File: config.mk
export PLATFORM = sky130hd
export DESIGN_NAME = ex_mem
export DESIGN_NICKNAME = d
export VERILOG_FILES = /design/src/rtl/ex_mem_pkg.sv /design/src/rtl/ex_mem_sat_counter32.sv /design/src/rtl/ex_mem.sv
export SDC_FILE = /design/constraint.sdc
export NUM_CORES = 1
export LEC_CHECK = 0
export ABC_AREA = 1
export CAP_MARGIN = 30
export CORE_MARGIN = 10
export CORE_UTILIZATION = 35
export DETAILED_ROUTE_END_ITERATION = 7
export HOLD_SLACK_MARGIN = 0.15
export PLACE_DENSITY = 0.75
export SETUP_SLACK_MARGIN = 0.02
export SYNTH_ARGS = -nofsm -noshare
export SYNTH_HDL_FRONTEND = slang
export SYNTH_SLANG_ARGS = --single-unit
export TNS_END_PERCENT = 20
File: constraint.sdc
create_clock -name clk -period 1.6 [get_ports clk]
set_clock_uncertainty 0.15 [all_clocks]
set_input_delay 0.32 -clock clk [delete_from_list [all_inputs] [get_ports clk]]
set_output_delay 0.32 -clock clk [all_outputs]
set_load 0.01 [all_outputs]
File: src/rtl/ex_mem_pkg.sv
// Shared pipeline definitions: stall vector bit positions, bus widths, zero constants
// and the per-edge action classifier used by the EX/MEM register.
package ex_mem_pkg;

  localparam int RegBus     = 32;
  localparam int RegAddrBus = 5;

  localparam int STALL_IF  = 0;
  localparam int STALL_ID  = 1;
  localparam int STALL_EX  = 3;
  localparam int STALL_MEM = 4;
  localparam int STALL_WB  = 5;

  localparam logic [RegBus-1:0]   ZeroWord       = '0;
  localparam logic [2*RegBus-1:0] DoubleZeroWord = '0;

  typedef enum logic [1:0] {
    ACT_ADVANCE = 2'd0,
    ACT_BUBBLE  = 2'd1,
    ACT_HOLD    = 2'd2,
    ACT_FLUSH   = 2'd3
  } slot_act_e;

  // EX running with MEM stalled cannot come from the stall controller; it falls into Advance.
  function automatic slot_act_e slot_act(input logic ex_stall, input logic mem_stall,
                                         input logic flush);
    if (flush)          return ACT_FLUSH;
    else if (!ex_stall) return ACT_ADVANCE;
    else if (!mem_stall) return ACT_BUBBLE;
    else                return ACT_HOLD;
  endfunction

endpackage

File: src/rtl/ex_mem_sat_counter32.sv
// 32-bit event counter with synchronous clear that sticks at all-ones instead of wrapping.
module sat_counter32 (
  input  logic        clk,
  input  logic        clr,
  input  logic        en,
  output logic [31:0] cnt
);

  logic [31:0] cnt_q, cnt_d;

  always_comb begin
    cnt_d = cnt_q;
    if (en && (cnt_q != 32'hFFFF_FFFF)) cnt_d = cnt_q + 32'd1;
  end

  always_ff @(posedge clk) begin
    if (clr) cnt_q <= '0;
    else     cnt_q <= cnt_d;
  end

  assign cnt = cnt_q;

endmodule

File: src/rtl/ex_mem.sv
// EX->MEM pipeline register with stall/flush bubble insertion and multi-cycle scratch feedback.
// Optional EX_MEM_PERF_EN adds saturating bubble/hold event counters.
module ex_mem
  import ex_mem_pkg::*;
#(
  parameter int DATA_W = RegBus,
  parameter int ADDR_W = RegAddrBus,
  parameter int CNT_W  = 2
) (
  input  logic                clk,
  input  logic                rst,
  input  logic [5:0]          stall,
  input  logic                flush,
  input  logic [ADDR_W-1:0]   ex_wd,
  input  logic                ex_wreg,
  input  logic [DATA_W-1:0]   ex_wdata,
  input  logic                ex_whilo,
  input  logic [DATA_W-1:0]   ex_hi,
  input  logic [DATA_W-1:0]   ex_lo,
  input  logic [2*DATA_W-1:0] hilo_temp_i,
  input  logic [CNT_W-1:0]    cnt_i,
  output logic [ADDR_W-1:0]   mem_wd,
  output logic                mem_wreg,
  output logic [DATA_W-1:0]   mem_wdata,
  output logic                mem_whilo,
  output logic [DATA_W-1:0]   mem_hi,
  output logic [DATA_W-1:0]   mem_lo,
  output logic                mem_valid,
  output logic [2*DATA_W-1:0] hilo_temp_o,
  output logic [CNT_W-1:0]    cnt_o
`ifdef EX_MEM_PERF_EN
  ,
  output logic [31:0]         perf_bubble_cnt,
  output logic [31:0]         perf_hold_cnt
`endif
);

  slot_act_e act;

  logic [ADDR_W-1:0]   wd_q, wd_d;
  logic                wreg_q, wreg_d;
  logic [DATA_W-1:0]   wdata_q, wdata_d;
  logic                whilo_q, whilo_d;
  logic [DATA_W-1:0]   hi_q, hi_d;
  logic [DATA_W-1:0]   lo_q, lo_d;
  logic                valid_q, valid_d;
  logic [2*DATA_W-1:0] hilo_temp_q, hilo_temp_d;
  logic [CNT_W-1:0]    cnt_q, cnt_d;

  // Only the EX and MEM stall bits matter to this stage.
  logic unused_stall;
  assign unused_stall = ^{stall[STALL_WB], stall[2], stall[STALL_ID], stall[STALL_IF]};

  assign act = slot_act(stall[STALL_EX], stall[STALL_MEM], flush);

  always_comb begin
    wd_d        = wd_q;
    wreg_d      = wreg_q;
    wdata_d     = wdata_q;
    whilo_d     = whilo_q;
    hi_d        = hi_q;
    lo_d        = lo_q;
    valid_d     = valid_q;
    hilo_temp_d = hilo_temp_i;
    cnt_d       = cnt_i;
    case (act)
      ACT_FLUSH, ACT_BUBBLE: begin
        wd_d    = '0;
        wreg_d  = 1'b0;
        wdata_d = '0;
        whilo_d = 1'b0;
        hi_d    = '0;
        lo_d    = '0;
        valid_d = 1'b0;
        if (act == ACT_FLUSH) begin
          hilo_temp_d = '0;
          cnt_d       = '0;
        end
      end
      ACT_ADVANCE: begin
        wd_d        = ex_wd;
        wreg_d      = ex_wreg;
        wdata_d     = ex_wdata;
        whilo_d     = ex_whilo;
        hi_d        = ex_hi;
        lo_d        = ex_lo;
        valid_d     = 1'b1;
        hilo_temp_d = '0;
        cnt_d       = '0;
      end
      default: ;
    endcase
  end

  always_ff @(posedge clk) begin
    if (rst) begin
      wd_q        <= '0;
      wreg_q      <= 1'b0;
      wdata_q     <= '0;
      whilo_q     <= 1'b0;
      hi_q        <= '0;
      lo_q        <= '0;
      valid_q     <= 1'b0;
      hilo_temp_q <= '0;
      cnt_q       <= '0;
    end else begin
      wd_q        <= wd_d;
      wreg_q      <= wreg_d;
      wdata_q     <= wdata_d;
      whilo_q     <= whilo_d;
      hi_q        <= hi_d;
      lo_q        <= lo_d;
      valid_q     <= valid_d;
      hilo_temp_q <= hilo_temp_d;
      cnt_q       <= cnt_d;
    end
  end

  assign mem_wd      = wd_q;
  assign mem_wreg    = wreg_q;
  assign mem_wdata   = wdata_q;
  assign mem_whilo   = whilo_q;
  assign mem_hi      = hi_q;
  assign mem_lo      = lo_q;
  assign mem_valid   = valid_q;
  assign hilo_temp_o = hilo_temp_q;
  assign cnt_o       = cnt_q;

`ifdef EX_MEM_PERF_EN
  // Flush edges are counted as neither bubbles nor holds, and do not clear the counters.
  sat_counter32 u_bubble_cnt (
    .clk (clk),
    .clr (rst),
    .en  (act == ACT_BUBBLE),
    .cnt (perf_bubble_cnt)
  );

  sat_counter32 u_hold_cnt (
    .clk (clk),
    .clr (rst),
    .en  (act == ACT_HOLD),
    .cnt (perf_hold_cnt)
  );
`endif

endmodule

# After elaboration in Yosys (flattened, before gate mapping)
# Cells that the tools add are included.
# totals
output_inout_bits	170
elab_cells	28
regBits	170
inputBits	178
# op_classes
n_eq_ne	2
n_reduce_logical	3
n_mux	14
# op_table
cell	count
one-hot mux 32 bit (2 select lines)	3
one-hot mux 64 bit (2 select lines)	1
two-way mux 64 bit	1
one-hot mux 5 bit (2 select lines)	1
two-way mux 2 bit	4
one-hot mux 1 bit (2 select lines)	3
one-hot mux 2 bit (2 select lines)	1
== test 2 x 1 -> 1 bit, second input constant	1
== test 2 bit, second input constant	1
logical NOT 2 bit	1
nonzero test 2 bit	1
OR reduction 2 bit	1

# Logic depth before layout (Yosys ltp)
# Gate-level depths: netlist (run 1).
# logic_depth
word_depth	6
mapped_depth	6
ltp_nobuf	3

# Least setup slack after synthesis (run 1)
# OpenSTA, ideal clock, no wires.
# synth_timing
path_kind	in2reg
startpoint	input rst
endpoint	register hilo_temp_q[27], in the netlist hilo_temp_o[27]
arrival_ns	0.973
stages	3
n_path_buf	2
setup_ns	0.141
required_ns	1.309
setup_slack_ns	0.336
cell_sequence	buf_2 buf_1 nor3b_2
# synth_lines
element	line	source
from (decl)	ex_mem.sv:11	input logic rst,
to (signal assigned)	ex_mem.sv:114	hilo_temp_q <= hilo_temp_d;
to (decl)	ex_mem.sv:47	logic [2*DATA_W-1:0] hilo_temp_q, hilo_temp_d;
# No word-level cell between the ends.

# Worst setup path in the final report (run 1)
# layout_timing
startpoint	register hilo_temp_q[30], in the netlist hilo_temp_o[30]
endpoint	output hilo_temp_o[30]
# layout_lines
element	line	source
to (decl)	ex_mem.sv:29	output logic [2*DATA_W-1:0] hilo_temp_o,
# No word-level cell between the ends.

==> results of run 1 <==
==> worst reg2reg max path, cell delays in order (launching register included) <==
cell     delay [ns]
dfxtp_1        0.37
nand4_1        0.10
a21oi_1        0.13
==> layout make-up <==
type	count	area share (%)
well taps	225	2.72
inverters	2	0.0725
flip-flops and latches	170	32.9
clock inverters	11	0.834
multi-input cells	379	22.0
clock buffers	21	4.45
repair buffers	391	37.1
==> cell usage after synthesis <==
master,instances
buf_1,4
a21oi_1,104
inv_2,1
nor3b_1,26
nor3b_2,40
nor2_4,1
inv_1,1
clkbuf_1,27
dfxtp_1,170
buf_2,28
buf_4,5
nand2_1,104
buf_6,8
nand4_1,104
==> metal layers <==
metal / global-route usage, % / wire length, um / vias up
met5: 0 / 0 / -
met4: 7.44 / 488 / 0
met3: 6.98 / 2120 / 26
met2: 32.2 / 11500 / 218
met1: 20.7 / 8580 / 2796
li1: - / - / 2884
==> registers in the layout, indices dropped and copies added (netlist names) <==
register     count
cnt_o            2
hilo_temp_o     64
mem_hi          32
mem_lo          32
mem_valid        1
mem_wd           5
mem_wdata       32
mem_whilo        1
mem_wreg         1
==> cell families after synthesis <==
family          synth area share [%]
flops                           56.1
simple gates                    28.8
compound gates                  8.58
buf+inv                         6.46
==> what timing repair did <==
item | in CTS | in global routing
hold buffers | 2 | 0
hold endpoints to repair | 15 | 0
resized for setup | 175 | 2
setup endpoints to repair | 170 | 12
==> metrics by stage <==
| step | TNS, ns | utilization, % | cell area, sq um | hold slack [ns] |
|---|---|---|---|---|
| finish | 0 | 60.5 | 10400 | 0.233 |
| global route | 0 | 60.5 | 10400 | 0.234 |
| CTS | 0 | 60.5 | 10400 | 0.213 |
| detailed placement | -22.79 | 58.4 | 9990 | 0.322 |
| global placement | -23.87 | 58.4 | 9990 | 0.316 |
| floorplan | 0 | - | 6060 | 0.317 |
==> power breakdown <==
part / internal, mW / switching [mW] / leakage [nW]
sequential: 4.35 / 0.0467 / 1.38
combinational: 0.719 / 0.551 / 2.76
clock: 2.09 / 1.75 / 0.265
total: 7.17 / 2.34 / 4.40
==> path summary, 6_finish.rpt <==
path / endpoint / cells after the start
hold reg to reg: mem_lo[29] / 2
setup reg to reg: mem_wdata[7] / 2
hold / removal: hilo_temp_o[6] / 3
setup / recovery: hilo_temp_o[30] / 1
==> reports/qor.csv, run 1 <==
metric,value,unit
synth_nets,801,
numPortBuffers,343,
crit_chain,dlygate4sd2_1,
final-setup-viol-count,0,
worst_slack,0.0464,ns
cp_slowest_cell,dfxtp_1,
crit_type,register to primary output,
mostFrequentLayoutCells,"dfxtp_1, clkdlybuf4s50_1, dlygate4sd2_1",
insertion_delay,0.41,ns
pre_cts_ws,-0.188,ns
grt_max_degree,74,
nNetsFinal,1139,
crit_path_max_fanout,1,
grt_pass1_vias,5813,
endpoint_kind,primary output,
grt-ovfl-total,0,
cts.sinks,170,
vias,5924,
instances_no_fill,1199,
cts_buffer_depth,2,
syn_avg_cell_area,9.73,sq um
hold_violations,0,
grt_first_pass_wirelength,33.6,mm
tightest_slew,0.373,ns
cts_tree,yes,
multi_input_area,0.00228,sq mm
max_cap_viol_count,0,
ff_latch_area,0.00340,sq mm
antenna_left,0,
p_leak,4.40,nW
slowest_delay,0.36,ns
place_congestion,0.826,
arrival,1.08,ns
track_usage,18.8,%
cts_max_level,4,
wl_per_cell,18.9,um
ff2ff_setup_slack,0.78,ns
power_density,918,mW/mm^2
rr_startpoint,mem_wdata[7],
drt_iter0_drc,261,
crit_start,hilo_temp_o[30],
drive_gt1_share,12.5,%
fmax,644,MHz
core_area,0.0171,sq mm
synth.distinct_cells,14,
diodes,0,
status,"finished, final reports clean",
die-area,0.0230,sq mm
max-vdd-ir-drop,680,uV
maxSlewHeadroom,75.2,%
hold_class,input pin to register,
crit_buf_inv,1,
clkSlewWorstSetupHoldPaths,0.07,ns
min-delay-start,stall[3],
cts_setup_buffers,0,
drc,0,
wl,22.7,mm
p_total,9.51,mW
synth_area,0.00606,sq mm
syn_inst,623,
dp_cells,1165,
num_io_pins,348,
avgViaCountPerCell,4.94,
rsz0062_at_grt,yes,
die_h,152,um
drt_pre_antenna_iters,4,
yosys.area.top_type_share,56.1,%
root_buffer,clkbuf_16,
post-route-min-period,1.55,ns
drv_slew,0,
critical-path-top-delay-family,flip-flops,
dp.final_hpwl,16.9,mm
ys.warnings.count,0,
area_growth,70.8,%
initial_core_util,35.4,%
min_period_over_period,97.1,%
synth_top_cell_by_area,dfxtp_1,
required,1.13,ns
antenna_found_initial,0,
synth_seq_area_share,56.1,%
fillers,1521,
yosys-top-cells-area,"dfxtp_1, nand4_1, a21oi_1",
cts-buffers-inserted,17,
die_w,152,um
critical_path.startpoint_type,register,
synth-seq-cells,170,
rows,48,
(Power assumes the default switching activity.)
==> run 2: changes to the inputs <==
--- a/config.mk
+++ b/config.mk
@@ -9,10 +9,11 @@
 export CAP_MARGIN = 30
 export CORE_MARGIN = 10
 export CORE_UTILIZATION = 35
+export CTS_CLUSTER_DIAMETER = 60
 export DETAILED_ROUTE_END_ITERATION = 7
 export HOLD_SLACK_MARGIN = 0.15
 export PLACE_DENSITY = 0.75
-export SETUP_SLACK_MARGIN = 0.02
+export SETUP_SLACK_MARGIN = 0.5
 export SYNTH_ARGS = -nofsm -noshare
 export SYNTH_HDL_FRONTEND = slang
 export SYNTH_SLANG_ARGS = --single-unit
==> run 2 against run 1 <==
  * Cell area down 0.40%
  * Maximum frequency rose by 15%
  * Sequential power barely moved
  * Worst setup slack better by 0.20 ns
  * Hold slack got worse by 0.14 ns
  * Clock-buffer cell count down 1
  * Clock power barely moved
  * Routed wire length rose by 6.4%
  * Critical path type unchanged
  * Critical endpoint is now mem_wdata[8]
  * Largest cell class unchanged
  * Largest power group unchanged
==> reports/qor.csv, run 2 (synthesis results as in run 1) <==
metric,value,unit
status,"finished, final reports clean",
endpoint_kind,primary output,
largest_reg_flops,64,
mostFrequentLayoutCells,"clkdlybuf4s50_1, nand4_1, a21oi_1",
fin_area,0.0103,sq mm
root_buffer,clkbuf_16,
crit_type,register to primary output,
max-vdd-ir-drop,734,uV
route.met3.wl,2.76,mm
drv_slew,0,
antenna_left,0,
met2WireLength,12.3,mm
initial_core_util,35.4,%
place_congestion,0.820,
hold_class,input pin to register,
crit_buf_inv,1,
critical_path.startpoint_type,register,
grt-ovfl-total,0,
pre_cts_ws,-0.211,ns
p_leak,4.07,nW
dpl_cell_area,0.00975,sq mm
cts.sinks,170,
numPortBuffers,343,
cts_tree,yes,
antenna_found_initial,0,
core_area,0.0171,sq mm
reg2regPathDepth,3,
r2r_end,mem_lo[6],
fmax,739,MHz
worst_slack,0.247,ns
area_growth,70.1,%
cts_max_level,4,
die_h,152,um
drt_pre_antenna_iters,5,
critical-path-top-delay-family,flip-flops,
clkSlewWorstSetupHoldPaths,0.06,ns
crit_path_max_fanout,2,
rows,48,
fillers,1475,
diodes,0,
cp_slowest_cell,dfxtp_2,
slowest_delay,0.36,ns
instances_no_fill,1189,
num_io_pins,348,
die-area,0.0230,sq mm
drive_gt1_share,39.4,%
crit_start,mem_wdata[8],
min_period_over_period,84.6,%
dp.final_hpwl,16.8,mm
cts-buffers-inserted,17,
nNetsFinal,1130,
rsz0062_at_grt,yes,
worstSetupEndpoint,mem_wdata[8],
crit_chain,buf_6,
ff2ff_setup_slack,0.70,ns
drt_iter0_drc,342,
grt_max_degree,68,
avgViaCountPerCell,5.08,
wl,24.1,mm
rr_startpoint,mem_lo[6],
power_density,928,mW/mm^2
maxSlewHeadroom,72.9,%
drc,0,
track_usage,19.1,%
drt-met1-wl,8.74,mm
vias,6044,
setup_tns,0,ns
max_cap_viol_count,0,
min_path_cells,3,
tightest_slew,0.406,ns
post-route-min-period,1.35,ns
cts_buffer_depth,2,
insertion_delay,0.41,ns
arrival,0.88,ns
p_total,9.57,mW
grt_first_pass_wirelength,34.1,mm
final-setup-viol-count,0,
mostFrequentLayoutCell,clkdlybuf4s50_1,
wl_per_cell,20.3,um
die_w,152,um
crit_cells,1,
dp_cells,1146,
top_layer,met4,
hold_violations,0,
grt_pass1_vias,5800,
required,1.13,ns
run 2: cell types whose count changed in the layout (fill, tap and decap cells not counted), moves of 2 or more:
cell	delta
buf_2	+76
clkinv_4	-2
dfxtp_1	-94
buf_6	+94
dfxtp_2	+94
clkdlybuf4s15_1	-7
dlygate4sd3_1	-2
clkbuf_16	+3
buf_4	-3
dlygate4sd2_1	-163
buf_12	-7
run 2: final cells by class:
class	instances	area (sq um)	area share [%]
Clock buffer	20	457	4.43
Clock inverter	11	87.6	0.849
Inverter	2	10.0	0.0970
Multi-Input combinational cell	379	2280	22.1
Sequential cell	170	3520	34.1
Tap cell	225	282	2.73
Timing Repair Buffer	382	3680	35.7
run 2: layer usage:
layer / vias up / global-route usage, %
li1: 2872 / -
met1: 2886 / 21.1
met2: 268 / 32.6
met3: 18 / 9.00
met4: 0 / 4.91
met5: - / 0
run 2: how the worst min path moves through the flow:
stage | start | to
CTS | stall[4] | mem_wdata[27]
global placement | mem_wdata[21] | mem_wdata[21]
finish | stall[4] | mem_wdata[27]
floorplan | ex_hi[0] | mem_hi[0]
detailed placement | mem_lo[18] | mem_lo[18]
global route | stall[4] | mem_wdata[27]
run 2: timing repair:
item | 4_1_cts | 5_1_grt
resized for setup | 823 | 57
gates cloned | 0 | 3
pin swaps | 0 | 1
hold endpoints to repair | 4 | 4
setup endpoints to repair | 339 | 340
setup buffers | 4 | 5
run 2: power breakdown:
part	switching, mW	internal, mW	total [mW]
Combinational	0.568	0.735	1.30
Clock	1.75	2.09	3.84
Sequential	0.0637	4.37	4.43
run 2: metrics by stage:
stage | util, % | hold slack (ns)
after CTS | 58.3 | 0.0785
after floorplan | - | 0.306
after detailed placement | 57.0 | 0.326
after global routing | 60.3 | 0.109
final | 60.3 | 0.0947
after global placement | 57.0 | 0.319
